### src/rtl/mips_pkg.sv
// Shared MIPS datapath definitions: word width and the divider state encoding.
package mips_pkg;

    localparam int WORD_W = 32;

    typedef enum logic [1:0] {
        IDLE = 2'd0,
        CALC = 2'd1,
        FIX  = 2'd2
    } div_state_t;

endpackage

### src/rtl/div_step.sv
// One restoring division iteration: shift in the next dividend bit, try to subtract the divisor.
module div_step
    import mips_pkg::*;
#(
    parameter int WIDTH = WORD_W
) (
    input  logic [WIDTH-1:0] rem,
    input  logic             q_msb,
    input  logic [WIDTH-1:0] divisor,
    output logic [WIDTH-1:0] rem_next,
    output logic             q_bit
);

    logic [WIDTH:0] shifted;
    logic           fits;

    // The shifted remainder needs one extra bit; after a successful subtract it fits in WIDTH again.
    always_comb begin
        shifted  = {rem, q_msb};
        fits     = (shifted >= {1'b0, divisor});
        q_bit    = fits;
        rem_next = fits ? WIDTH'(shifted - {1'b0, divisor}) : shifted[WIDTH-1:0];
    end

endmodule

### src/rtl/div_unit.sv
// Multi-cycle restoring divider for DIV/DIVU: one quotient bit per clock, results on a done pulse.
module div_unit
    import mips_pkg::*;
#(
    parameter int WIDTH = WORD_W
) (
    input  logic             clk,
    input  logic             rst_n,
    input  logic             start,
    input  logic             is_signed,
    input  logic [WIDTH-1:0] dividend,
    input  logic [WIDTH-1:0] divisor,
    output logic             busy,
    output logic             done,
    output logic [WIDTH-1:0] quotient,
    output logic [WIDTH-1:0] remainder,
    output logic             div_by_zero
);

    localparam int CNT_W = $clog2(WIDTH);

    div_state_t       state;
    div_state_t       state_next;
    logic [CNT_W-1:0] count;
    logic [WIDTH-1:0] rem;
    logic [WIDTH-1:0] q_reg;
    logic [WIDTH-1:0] div_mag;
    logic [WIDTH-1:0] rem_step;
    logic             q_bit;
    logic             neg_q;
    logic             neg_r;
    logic             zero_div;
    logic             dvd_neg;
    logic             dvs_neg;
    logic [WIDTH-1:0] dvd_mag;
    logic [WIDTH-1:0] dvs_mag;

    always_comb begin
        dvd_neg = is_signed & dividend[WIDTH-1];
        dvs_neg = is_signed & divisor[WIDTH-1];
        dvd_mag = dvd_neg ? -dividend : dividend;
        dvs_mag = dvs_neg ? -divisor : divisor;
    end

    always_ff @(posedge clk) begin
        if (!rst_n) begin
            state <= IDLE;
        end else begin
            state <= state_next;
        end
    end

    always_comb begin
        state_next = state;
        busy       = 1'b0;
        case (state)
            IDLE: begin
                if (start) begin
                    state_next = (divisor == '0) ? FIX : CALC;
                end
            end
            CALC: begin
                busy = 1'b1;
                if (count == '0) begin
                    state_next = FIX;
                end
            end
            FIX: begin
                busy       = 1'b1;
                state_next = IDLE;
            end
            default: state_next = IDLE;
        endcase
    end

    div_step #(.WIDTH(WIDTH)) u_step (
        .rem      (rem),
        .q_msb    (q_reg[WIDTH-1]),
        .divisor  (div_mag),
        .rem_next (rem_step),
        .q_bit    (q_bit)
    );

    // On a zero divisor the quotient register carries the raw dividend straight to FIX.
    always_ff @(posedge clk) begin
        if (!rst_n) begin
            count       <= '0;
            rem         <= '0;
            q_reg       <= '0;
            div_mag     <= '0;
            neg_q       <= 1'b0;
            neg_r       <= 1'b0;
            zero_div    <= 1'b0;
            done        <= 1'b0;
            quotient    <= '0;
            remainder   <= '0;
            div_by_zero <= 1'b0;
        end else begin
            done <= 1'b0;
            case (state)
                IDLE: begin
                    if (start) begin
                        neg_q    <= dvd_neg ^ dvs_neg;
                        neg_r    <= dvd_neg;
                        count    <= CNT_W'(WIDTH - 1);
                        rem      <= '0;
                        div_mag  <= dvs_mag;
                        zero_div <= (divisor == '0);
                        q_reg    <= (divisor == '0) ? dividend : dvd_mag;
                    end
                end
                CALC: begin
                    rem   <= rem_step;
                    q_reg <= {q_reg[WIDTH-2:0], q_bit};
                    count <= count - CNT_W'(1);
                end
                FIX: begin
                    done        <= 1'b1;
                    div_by_zero <= zero_div;
                    if (zero_div) begin
                        quotient  <= '1;
                        remainder <= q_reg;
                    end else begin
                        quotient  <= neg_q ? -q_reg : q_reg;
                        remainder <= neg_r ? -rem : rem;
                    end
                end
                default: ;
            endcase
        end
    end

endmodule

### config.mk
export PLATFORM = sky130hd
export DESIGN_NAME = div_unit
export DESIGN_NICKNAME = d
export VERILOG_FILES = /design/src/rtl/mips_pkg.sv /design/src/rtl/div_step.sv /design/src/rtl/div_unit.sv
export SDC_FILE = /design/constraint.sdc
export NUM_CORES = 1
export LEC_CHECK = 0
export ABC_AREA = 1
export BUFFER_PORTS_ARGS = -buffer_cell sky130_fd_sc_hd__buf_2
export CORE_ASPECT_RATIO = 1.75
export CORE_UTILIZATION = 35
export CTS_CLUSTER_DIAMETER = 30
export DETAILED_ROUTE_END_ITERATION = 12
export PLACE_DENSITY = 0.52
export SYNTH_ARGS = -nofsm -noshare
export SYNTH_HDL_FRONTEND = slang
export SYNTH_SLANG_ARGS = --single-unit
### constraint.sdc
create_clock -name clk -period 4.7 [get_ports clk]
set_input_delay 0.94 -clock clk [delete_from_list [all_inputs] [get_ports clk]]
set_output_delay 0.94 -clock clk [all_outputs]
set_load 0.01 [all_outputs]
==> impl_metrics.tcl <==
set metrics [dict create \
    fp.dieW_um 150 \
    critPathKind "flop to flop" \
    setup_viol 0 \
    viasPerCell 5.10 \
    cp-end-kind "flop" \
    clkTransAtPathRegs_ps 70 \
    rows 94 \
    syn-cell-area_um2 13400 \
    reg2reg_setup_slack_ps 1780 \
    fmax_ghz 0.343 \
    drcViolationCount 0 \
    drt_pass1_iterations 5 \
    drt_first_iter_violations 681 \
    multi_input_area_um2 8270 \
    cts-root-buf "clkbuf_16" \
    worst_ep_arrival_time_ps 3220 \
    synth-main-ff-cell "dfxtp_1" \
    whs_ps 474 \
    timing.final.crit_share_pct 62.1 \
    crit_path_cell_trace "ha_1 > nand2_1 > inv_1 > nand2_1 > nand2_1 > nand2_1 > nand2_1 > nand2_2 > nand2_2 > nor2_8 > nand2_8 > nand2_4 > nand2_1 > nand2_1 > a21oi_1" \
    wl_met1_um 18000 \
    antenna_found_initial 0 \
    syn-instance-count 2198 \
    finalMaxSlewViolations 0 \
    met3_length_um 1160 \
    htreeDepth 4 \
    synth_nets 2308 \
    drive_gt1_share_pct 14.0 \
    ios 135 \
    crit_top_cell "nand2_1" \
    cts_setup_buffers 0 \
    synth_edf_count 0 \
    core_um2 37600 \
    wl_met2_um 27300 \
    worst_pin_slew_ps 1080 \
    finalSetupTns_ps 0 \
    ys_ff_latch 172 \
    cts_buffer_depth 2 \
    cellLeakagePower_uw 0.00755 \
    vdd_drop_max_v 0.000228 \
    rsz0062_at_grt "no" \
    cap_viol_max_count 0 \
    cts_made_buffers 17 \
    cp.required_ps 5000 \
    overflow 0 \
    wl_um 50300 \
    finalPower_uw 5350 \
    place_ws_ps 1600 \
    holdBufCountCts 0 \
    wl_per_cell_um 18.1 \
    min_path_type "flop to flop" \
    grt_pass1_wl_um 75600 \
    top_layer_used "met4" \
    synth.avg_cell_area_um2 6.11 \
    vias 14174 \
    gp_congestion 0.895 \
    io_buffer_count 134 \
    status "finished, final reports clean" \
    synth_seq_area_share_pct 25.7 \
    p_per_area_nw_per_um2 357 \
    cp_max_fo 33 \
    crit_slowest_cell "dfxtp_1" \
    slew_headroom_pct 27.7 \
    final_antenna_net_count 0 \
    register_area_um2 3440 \
    synthToLayoutAreaGrowth_pct 11.8 \
    post_cts_resized 0 \
    critical_path.max_stage_delay_ps 530 \
    grt_pass1_vias 13769 \
    clkLatencyLatePin_ps 460 \
    synth.distinct_cells 50 \
    hold_viol_final 0 \
    grt_max_degree 80 \
    worst_clock_skew_ps 11.8 \
    async_reset_ff_share_pct 0 \
    yosysWarnings 0 \
    layout_setup_ws_ps 1780 \
    die_area_um2 39200 \
    startpoint_type "flop" \
    start_util_pct 35.7 \
    cts_tree "built" \
    grt.total_usage_pct 25.8 \
    fillCellCount 4201 \
    die_h_um 261 \
    clock-sinks 172 \
    layout_min_cycle_time_ps 2920 \
    num-nets-final 2394 \
    diodes 0 \
    dpl.hpwl_um 41000 \
]
cell usage after synthesis, types with 25 or more instances:
master | number | share of area, %
dfxtp_1 | 172 | 26
xor2_1 | 25 | 1.6
nand3_2 | 46 | 3.4
clkbuf_1 | 62 | 1.7
nand3_1 | 172 | 6.4
nand2_1 | 587 | 16
nor2_1 | 188 | 5.3
a31oi_1 | 41 | 1.9
ha_1 | 41 | 3.8
a21oi_1 | 131 | 4.9
inv_1 | 337 | 9.4
o21ai_0 | 132 | 4.9
routing by layer:
metal,vias up,global-route usage [%]
li1,7244,-
met2,278,50.6
met3,113,2.32
met1,6539,24.3
met4,0,19.7
met5,-,0
worst max-delay path, delay by kind of cell (launching register included):
family / cells / cell delay, ps
AO/OA/AOI/OAI: 1 / 60
flip-flops: 1 / 530
AND/OR/NAND/NOR: 12 / 1710
adder cells (fa/ha/maj): 1 / 370
buffers and inverters: 1 / 50
layout by cell type (no fill, tap or decap), types with 3 or more instances in the layout:
cell        synthesis  routed
nor2_2             16      16
a31oi_1            41      41
clkinvlp_4          0       5
ha_1               41      41
inv_1             337     336
o211ai_1           13      13
nor3_2              3       3
nor4_1              7       7
nand3b_1            7       7
clkbuf_16           0      17
nand3_1           172     172
o21ai_0           132     132
nor2_1            188     187
xor2_1             25      25
buf_4               3      18
o21ai_1             5       5
nand2_4             3       3
nand4_1            21      21
o21bai_1            7       7
o22ai_1             9       9
nor2_4              6       7
nand2_1           587     586
a31o_2              3       3
and2_1              3       3
xnor2_1            24      24
nand2_2            15      16
a21oi_2            22      22
inv_2              10      10
inv_6               0       5
o31ai_1             3       3
or2_2               6       6
o221ai_1           15      15
nor3_1             24      24
buf_2              10     134
a21oi_1           131     131
nand3_2            46      46
a21o_1              5       5
dfxtp_1           172     172
cell type report:
cell class,count,area share (%)
Multi-Input combinational cell,1592,55.1
Sequential cell,172,23.0
Inverter,349,8.74
Timing Repair Buffer,152,5.37
Tap cell,480,4.00
Clock buffer,18,2.93
Clock inverter,14,0.859
report_power, final:
group | switching [µW] | internal (µW)
clock | 708 | 710
combinational | 1490 | 626
sequential | 175 | 1650
metrics by stage:
step	cell area [µm²]	util (%)	instances
after floorplan	13400	-	2198
after global placement	14400	38.3	2745
after detailed placement	14400	38.3	2745
after CTS	15000	39.9	2777
after global routing	15000	39.9	2777
final	15000	39.9	2777
final timing paths:
kind                                                from                  endpoint  cells past startpoint
worst max-delay path                rem[18]$_SDFFE_PN0P_      rem[27]$_SDFFE_PN0P_                     15
worst min-delay path            div_mag[31]$_SDFFE_PN0P_  div_mag[31]$_SDFFE_PN0P_                      2
worst max register to register      rem[18]$_SDFFE_PN0P_      rem[27]$_SDFFE_PN0P_                     15
worst min register to register  div_mag[31]$_SDFFE_PN0P_  div_mag[31]$_SDFFE_PN0P_                      2
kinds of logic (layout without fill, tap and decap cells):
family | count (synthesis) | count (layout) | synth area share, %
AOI/OAI and AO/OA | 393 | 393 | 16.9
xor gates and xnor gates | 49 | 49 | 3.20
adders and majority gates | 42 | 42 | 3.97
buffers and inverters | 434 | 533 | 12.8
DFF | 172 | 172 | 25.7
and+or+nand+nor | 1108 | 1108 | 37.4
Note: power is estimated with default switching activity, not from simulation.
